<file path="config.mk">
export PLATFORM = sky130hd
export DESIGN_NAME = cosa_seq_ctrl
export DESIGN_NICKNAME = d
export VERILOG_FILES = /design/src/rtl/cosa_seq_ctrl.sv
export SDC_FILE = /design/constraint.sdc
export NUM_CORES = 1
export LEC_CHECK = 0
export CAP_MARGIN = 20
export CORE_MARGIN = 1.5
export CORE_UTILIZATION = 54
export DETAILED_ROUTE_END_ITERATION = 10
export PLACE_DENSITY = 0.86
export SLEW_MARGIN = 40
export SYNTH_ARGS = -nofsm -noshare
export SYNTH_HDL_FRONTEND = slang
export SYNTH_HIERARCHICAL = 1
export SYNTH_SLANG_ARGS = --single-unit
</file>
<file path="constraint.sdc">
create_clock -name clk -period 13.3 [get_ports clk]
set_input_delay 2.66 -clock clk [delete_from_list [all_inputs] [get_ports clk]]
set_output_delay 2.66 -clock clk [all_outputs]
set_load 0.01 [all_outputs]
</file>
<file path="src/rtl/cosa_seq_ctrl.sv">
// Chunk-serial wide adder: one exact CHUNK-bit carry-skip adder reused LSB chunk first,
// carry registered between chunks. Define COSA_SEQ_CLKGATE_EN to drive adder_en from RUN only.

module param_cosa #(
  parameter int W      = 8,
  parameter int BLK    = 4,
  parameter int APPROX = 0
) (
  input  logic [W-1:0] a,
  input  logic [W-1:0] b,
  input  logic         cin,
  output logic [W-1:0] sum,
  output logic         cout
);
  localparam int NBLK = W / BLK;

  logic c_s;
  logic rc_s;
  logic p_s;

  // Ripple inside each block; a fully propagating block forwards its carry-in unchanged.
  always_comb begin
    sum  = '0;
    c_s  = cin;
    rc_s = 1'b0;
    p_s  = 1'b0;
    for (int k = 0; k < NBLK; k++) begin
      rc_s = c_s;
      p_s  = 1'b1;
      for (int j = 0; j < BLK; j++) begin
        sum[k*BLK+j] = a[k*BLK+j] ^ b[k*BLK+j] ^ rc_s;
        p_s          = p_s & (a[k*BLK+j] ^ b[k*BLK+j]);
        rc_s         = (a[k*BLK+j] & b[k*BLK+j]) | ((a[k*BLK+j] ^ b[k*BLK+j]) & rc_s);
      end
      if (APPROX != 0) begin
        // Speculative carry from the block MSB generate only.
        c_s = a[k*BLK+BLK-1] & b[k*BLK+BLK-1];
      end else begin
        c_s = p_s ? c_s : rc_s;
      end
    end
    cout = c_s;
  end
endmodule

module cosa_seq_ctrl #(
  parameter int TOTAL_W = 32,
  parameter int CHUNK   = 8
) (
  input  logic               clk,
  input  logic               rst,
  input  logic               in_valid,
  output logic               in_ready,
  input  logic [TOTAL_W-1:0] a,
  input  logic [TOTAL_W-1:0] b,
  input  logic               cin,
  output logic               out_valid,
  input  logic               out_ready,
  output logic [TOTAL_W-1:0] sum,
  output logic               cout,
  output logic               busy,
  output logic               adder_en
);
  localparam int NCHUNK   = TOTAL_W / CHUNK;
  localparam int IDX_W    = (NCHUNK > 1) ? $clog2(NCHUNK) : 1;
  localparam int SKIP_BLK = ((CHUNK % 4) == 0) ? 4 : CHUNK;
  localparam logic [IDX_W-1:0] LAST_IDX = IDX_W'(NCHUNK - 1);

  if (((TOTAL_W % CHUNK) != 0) || (NCHUNK < 2)) begin : g_bad_cfg
    $error("cosa_seq_ctrl: TOTAL_W must be a multiple of CHUNK giving at least two chunks");
  end

  typedef enum logic [1:0] {
    IDLE = 2'd0,
    RUN  = 2'd1,
    DONE = 2'd2
  } state_t;

  state_t             state_r;
  state_t             state_nxt_s;
  logic               accept_s;
  logic               last_s;
  logic [IDX_W-1:0]   idx_r;
  logic               cy_r;
  logic [TOTAL_W-1:0] a_r;
  logic [TOTAL_W-1:0] b_r;
  logic [TOTAL_W-1:0] sum_r;
  logic               cout_r;
  logic [CHUNK-1:0]   a_chunk_s;
  logic [CHUNK-1:0]   b_chunk_s;
  logic [CHUNK-1:0]   chunk_sum_s;
  logic               chunk_cout_s;

  assign a_chunk_s = a_r[int'(idx_r)*CHUNK +: CHUNK];
  assign b_chunk_s = b_r[int'(idx_r)*CHUNK +: CHUNK];

  param_cosa #(
    .W      (CHUNK),
    .BLK    (SKIP_BLK),
    .APPROX (0)
  ) u_adder (
    .a    (a_chunk_s),
    .b    (b_chunk_s),
    .cin  (cy_r),
    .sum  (chunk_sum_s),
    .cout (chunk_cout_s)
  );

  // Next-state decode; accept and last-chunk strobes for the datapath.
  always_comb begin
    state_nxt_s = state_r;
    accept_s    = 1'b0;
    last_s      = 1'b0;
    case (state_r)
      IDLE: begin
        if (in_valid) begin
          state_nxt_s = RUN;
          accept_s    = 1'b1;
        end else begin
          state_nxt_s = IDLE;
        end
      end
      RUN: begin
        if (idx_r == LAST_IDX) begin
          state_nxt_s = DONE;
          last_s      = 1'b1;
        end else begin
          state_nxt_s = RUN;
        end
      end
      DONE: begin
        if (out_ready) begin
          state_nxt_s = IDLE;
        end else begin
          state_nxt_s = DONE;
        end
      end
      default: begin
        state_nxt_s = IDLE;
      end
    endcase
  end

  // State register.
  always_ff @(posedge clk) begin
    if (rst) begin
      state_r <= IDLE;
    end else begin
      state_r <= state_nxt_s;
    end
  end

  // Operand capture and chunk-serial accumulation; registers idle outside accept/RUN.
  always_ff @(posedge clk) begin
    if (rst) begin
      idx_r  <= '0;
      cy_r   <= 1'b0;
      a_r    <= '0;
      b_r    <= '0;
      sum_r  <= '0;
      cout_r <= 1'b0;
    end else if (accept_s) begin
      a_r   <= a;
      b_r   <= b;
      cy_r  <= cin;
      idx_r <= '0;
    end else if (state_r == RUN) begin
      sum_r[int'(idx_r)*CHUNK +: CHUNK] <= chunk_sum_s;
      cy_r <= chunk_cout_s;
      if (last_s) begin
        cout_r <= chunk_cout_s;
        idx_r  <= '0;
      end else begin
        idx_r <= idx_r + IDX_W'(1);
      end
    end
  end

  // rst masks in_ready so no handshake can complete while reset is held.
  assign in_ready  = (state_r == IDLE) && !rst;
  assign out_valid = (state_r == DONE);
  assign busy      = (state_r != IDLE);
  assign sum       = sum_r;
  assign cout      = cout_r;

`ifdef COSA_SEQ_CLKGATE_EN
  assign adder_en = (state_r == RUN);
`else
  assign adder_en = 1'b1;
`endif

endmodule

</file>
Word-level counts from Yosys, hierarchy flattened
Cells that the tools add are included.
Storage, ports and cells
  logic and storage cells: 85
  flip-flop bits (word level): 102
Cells by class
  eq/ne operators: 3
  bitwise operators: 47
  reduce and logical (&&, ||, !) cells: 8
  shifts and indexed selects: 4
  muxes and demuxes: 14
  add/sub/neg operators: 2
Operators by type and width (number)
  indexed part select 32 x 6 -> 8 bit: 2
  negation 5 -> 33 bit: 1
  variable shift 8 x 33 -> 32 bit, first input constant: 1
  indexed part select 8 x 33 -> 32 bit: 1
  bitwise mux 32 bit: 1
  bitwise AND 1 bit: 22
  XOR 1 bit: 16
  2-to-1 mux 1 bit: 9
  bitwise OR 1 bit: 8
  2-to-1 mux 2 bit: 3
  one-hot mux 2 bit (3 select lines): 1
  == test 2 bit, second input constant: 2
  nonzero test 2 bit: 2
  AND reduction 3 bit: 1
  adder 2 x 1 -> 2 bit, second input constant: 1
  == test 2 x 1 -> 1 bit, second input constant: 1
  zero test 2 bit: 1
  AND reduction 2 bit: 1
  OR reduction 2 bit: 1
  logical AND 1 bit: 1
  zero test 1 bit: 1
  inverter 1 bit: 1

Logic depth before layout (Yosys ltp)
  word-level depth: 22
  mapped depth: 19

Modules after synthesis
Netlist, hierarchy kept.
Modules (own cells, without submodules)
  cosa_seq_ctrl: instances 1, seq. area each 2042.0 µm², cells each 470, area an instance 4196.5 µm²
  param_cosa: instances 1, seq. area each 0.0 µm², cells each 30, area an instance 332.8 µm²

Worst setup path before layout
Ideal clock, no wire load.
  kind: input to output
  start point: input rst
  end point: output in_ready
  required time: 10.640 ns
  slack: 7.403 ns
  data arrival time: 3.237 ns
  stages on the path: 3
  buffers on the path: 2
  path through: clkbuf_1 -> clkbuf_1 -> nor2_1
Between the ends
  word-level cells in the longest chain between the ends: 2
Ends and longest elaborated chain
  start: declaration: line 51  | input logic rst,
  zero test 1 bit: line 180  | assign in_ready = (state_r == IDLE) && !rst;
  logical AND 1 bit: line 180
  end: declaration: line 53  | output logic in_ready,
Every way passes these cells.

Worst setup path after layout
Same ends and word-level chain as after synthesis.

==> impl_metrics.tcl <==
set metrics [dict create \
    initial_utilization 0.554 \
    crit_path_start_kind "input pin" \
    relSlewSlack 0.523 \
    io_pins 106 \
    clock-root-buffer "sky130_fd_sc_hd__clkbuf_8" \
    skew_ns 0.00964 \
    synth_top_family_by_area "simple AND/OR/NAND/NOR gates" \
    clock_tree.buffer_depth 2 \
    cts_tree "done" \
    final_nets 674 \
    nFillCells 625 \
    drc_marker_count_from_the_first_detailed_route_iteration 196 \
    drive_above_1_share 0.0767 \
    cts_hold_repair.buffers 0 \
    synth.net_count 590 \
    drc 0 \
    core_mm2 0.00818 \
    synth.cell_area_mm2 0.00453 \
    ys_seq_area_frac 0.451 \
    synthMuxAreaShare 0.0851 \
    vdd.ir_drop.worst_uv 65.3 \
    first_pass_grt_wire_length_um 16700 \
    synthSimpleGateAreaFrac 0.212 \
    quantity_of_gates_resized_following_cts 0 \
    detail_route.wl_per_cell_um 14.9 \
    grt_util_all_layers 0.242 \
    htreeDepth 3 \
    outcome "complete, no violations" \
    antenna_violating_nets_post_route 0 \
    post-route-min-period_ns 6.45 \
    min_period_over_period 0.485 \
    tightestPinTransition_ns 0.716 \
    setup_repair_after_global_routing_missed_its_margin "false" \
    num_vias 3729 \
    timing.critical_path.max_delay_family "buffers and inverters" \
    port_buffers 104 \
    insertion_delay_ns 0.36 \
    antenna_found_initial 0 \
    synthXorXnorAreaFrac 0 \
    hold_path_class "flop to flop" \
    numCtsBuffers 9 \
    fp.dieW_um 94.6 \
    postSynthRegisterBits 102 \
    antenna-diode-count 0 \
    worst_setup_hold_path_clk_slew_ns 0.09 \
    total_leakage_power_nw 2.07 \
    share_of_the_synthesized_area_in_compound_gates_ao_oa_aoi_oai 0.125 \
    area.growth.synth_to_final_pct 26.1 \
    crit_path_max_incr_delay_ns 0.50 \
    ys_warn_count 6 \
    layout.area.seq_mm2 0.00204 \
    worstPathRequired_ns 10.64 \
    cp-end-kind "primary output" \
    grt_start_max_net_pins 68 \
    postSynthAreaPerCell_um2 9.06 \
    globalRouteOverflowTotal 0 \
    setup_tns_ns 0 \
    via_count_of_the_first_global_routing_pass 3551 \
    netlist-cell-type-count 35 \
    worst-endpoint-arrival_ns 3.79 \
    max_capacitance_violation_total 0 \
    powerDensity_mw_per_mm2 103 \
    row_count 33 \
    place_congestion 0.889 \
    worst_path_max_delay_cell "sky130_fd_sc_hd__clkdlybuf4s50_1" \
    place_hpwl_um 7570 \
    timing.final.hold_violations 0 \
    design.die.area_mm2 0.00895 \
    post_drt_via_cell_ratio 5.39 \
    die_height_um 94.6 \
    drt_wl_total_um 10300 \
    critical_path_buf_inv_count 3 \
    crit_fanout 51 \
    whs_ns 0.457 \
    worstSetupPathType "input pin to primary output" \
    cp_cell_sequence "buf_2 -> buf_4 -> nor2_1 -> clkdlybuf4s50_1" \
    multi_input_comb_area_mm2 0.00224 \
    max_clock_freq_mhz 155 \
    finalMaxSlewViolations 0 \
    drt_first_pass_iters 5 \
    post_cts.repair.setup_buffers 0 \
    post_synth_inst_count 500 \
    cts_num_sinks 102 \
    setup_viol 0 \
    yosys.area_share.adder 0.0713 \
]
where the power goes:
group | internal [W] | switching [W]
registers | 0.000318 | 0.00000809
clock network | 0.0000705 | 0.000101
logic | 0.0000446 | 0.0000455
total | 0.000433 | 0.000155
sequential cells by signal (all words and copies together) (netlist names):
signal / count
a_r: 32
b_r: 32
cout: 1
cy_r: 1
idx_r: 2
state_r: 2
sum: 32
logic make-up (layout without fill, tap and decap cells):
kind of cell,Yosys count,after routing
adders and majority gates,21,21
muxes,18,18
DFF,102,102
and+or+nand+nor,207,207
other,1,1
AOI/OAI and AO/OA,103,103
buffers and inverters,48,135
path summary, 6_finish.rpt:
| kind | slack, ns | cells past startpoint | from | endpoint |
|---|---|---|---|---|
| max | 6.85 | 4 | rst | in_ready |
| min | 0.46 | 2 | b_r[17] | b_r[17] |
| max reg2reg | 7.95 | 17 | idx_r[0] | sum[23] |
| min reg2reg | 0.46 | 2 | b_r[17] | b_r[17] |
per-stage QoR:
step | power [W] | cell area (µm²) | worst slack [ns] | util | instances
after global routing | 0.000610 | 5710 | 6.77 | 0.699 | 692
after global placement | 0.000418 | 5530 | 6.57 | 0.676 | 677
after detailed placement | 0.000423 | 5550 | 6.84 | 0.679 | 678
after floorplan | 0.000386 | 4530 | 7.40 | - | 500
final | 0.000588 | 5710 | 6.85 | 0.699 | 692
after CTS | 0.000589 | 5710 | 6.85 | 0.699 | 692
layout make-up:
cell class	instances	area share
multi-input cells	350	0.393
clock inverters	4	0.00438
clock buffers	10	0.0241
flip-flops and latches	102	0.358
inverters	12	0.00789
repair buffers	109	0.190
well taps	105	0.0230
cell usage after synthesis:
| cell | number | share of area |
|---|---|---|
| sky130_fd_sc_hd__buf_2 | 6 | 0.0066 |
| sky130_fd_sc_hd__and4bb_2 | 1 | 0.0028 |
| sky130_fd_sc_hd__nand2b_1 | 3 | 0.0041 |
| sky130_fd_sc_hd__nor4bb_1 | 1 | 0.0022 |
| sky130_fd_sc_hd__nand3b_4 | 1 | 0.0044 |
| sky130_fd_sc_hd__nor2_1 | 3 | 0.0025 |
| sky130_fd_sc_hd__or2_2 | 1 | 0.0014 |
| sky130_fd_sc_hd__and3b_1 | 3 | 0.0058 |
| sky130_fd_sc_hd__mux4_2 | 16 | 0.080 |
| sky130_fd_sc_hd__buf_6 | 4 | 0.0099 |
| sky130_fd_sc_hd__dfxtp_1 | 102 | 0.45 |
| sky130_fd_sc_hd__ha_1 | 13 | 0.036 |
| sky130_fd_sc_hd__inv_1 | 12 | 0.0099 |
| sky130_fd_sc_hd__nor3b_2 | 1 | 0.0028 |
| sky130_fd_sc_hd__nor3_1 | 2 | 0.0022 |
| sky130_fd_sc_hd__mux2_4 | 1 | 0.0033 |
| sky130_fd_sc_hd__mux2i_1 | 1 | 0.0022 |
| sky130_fd_sc_hd__o21a_1 | 1 | 0.0017 |
| sky130_fd_sc_hd__conb_1 | 1 | 0.00083 |
| sky130_fd_sc_hd__fa_1 | 8 | 0.035 |
| sky130_fd_sc_hd__nand3b_1 | 3 | 0.0050 |
| sky130_fd_sc_hd__nor4b_4 | 2 | 0.010 |
| sky130_fd_sc_hd__a21oi_1 | 92 | 0.10 |
| sky130_fd_sc_hd__nor4_4 | 1 | 0.0047 |
| sky130_fd_sc_hd__a32o_1 | 8 | 0.018 |
| sky130_fd_sc_hd__clkbuf_1 | 16 | 0.013 |
| sky130_fd_sc_hd__nand4_1 | 2 | 0.0028 |
| sky130_fd_sc_hd__or3b_1 | 1 | 0.0019 |
| sky130_fd_sc_hd__nor2b_1 | 2 | 0.0028 |
| sky130_fd_sc_hd__buf_1 | 1 | 0.00083 |
| sky130_fd_sc_hd__buf_4 | 9 | 0.015 |
| sky130_fd_sc_hd__a2111oi_0 | 1 | 0.0019 |
| sky130_fd_sc_hd__nand3_1 | 25 | 0.028 |
| sky130_fd_sc_hd__a22oi_1 | 1 | 0.0017 |
| sky130_fd_sc_hd__nand2_1 | 155 | 0.13 |
tightest hold or removal path, delay by kind of cell (launching register included):
| kind | cells | cell delay (ns) |
|---|---|---|
| compound gates | 1 | 0.05 |
| flops | 1 | 0.32 |
| simple gates | 1 | 0.05 |
placed cells by master, fill, tap and decap left out, drive strengths merged, types with 3 or more instances in the layout:
cell type        n
and3b            3
buf              6
clkbuf          10
mux4            16
nand3b           4
nand3           25
clkdlybuf4s50  103
dfxtp          102
a21oi           92
nand2          155
nor2             3
inv             12
nand2b           3
a32o             8
fa               8
ha              13
metal layers:
layer	global-route usage	routed length, µm	part of all wire	up-vias
li1	-	-	-	1851
met1	0.288	4200	0.41	1722
met2	0.434	5380	0.52	135
met3	0.0419	564	0.055	21
met4	0.0933	172	0.017	0
met5	0	0	0	-
(Power assumes the default switching activity.)
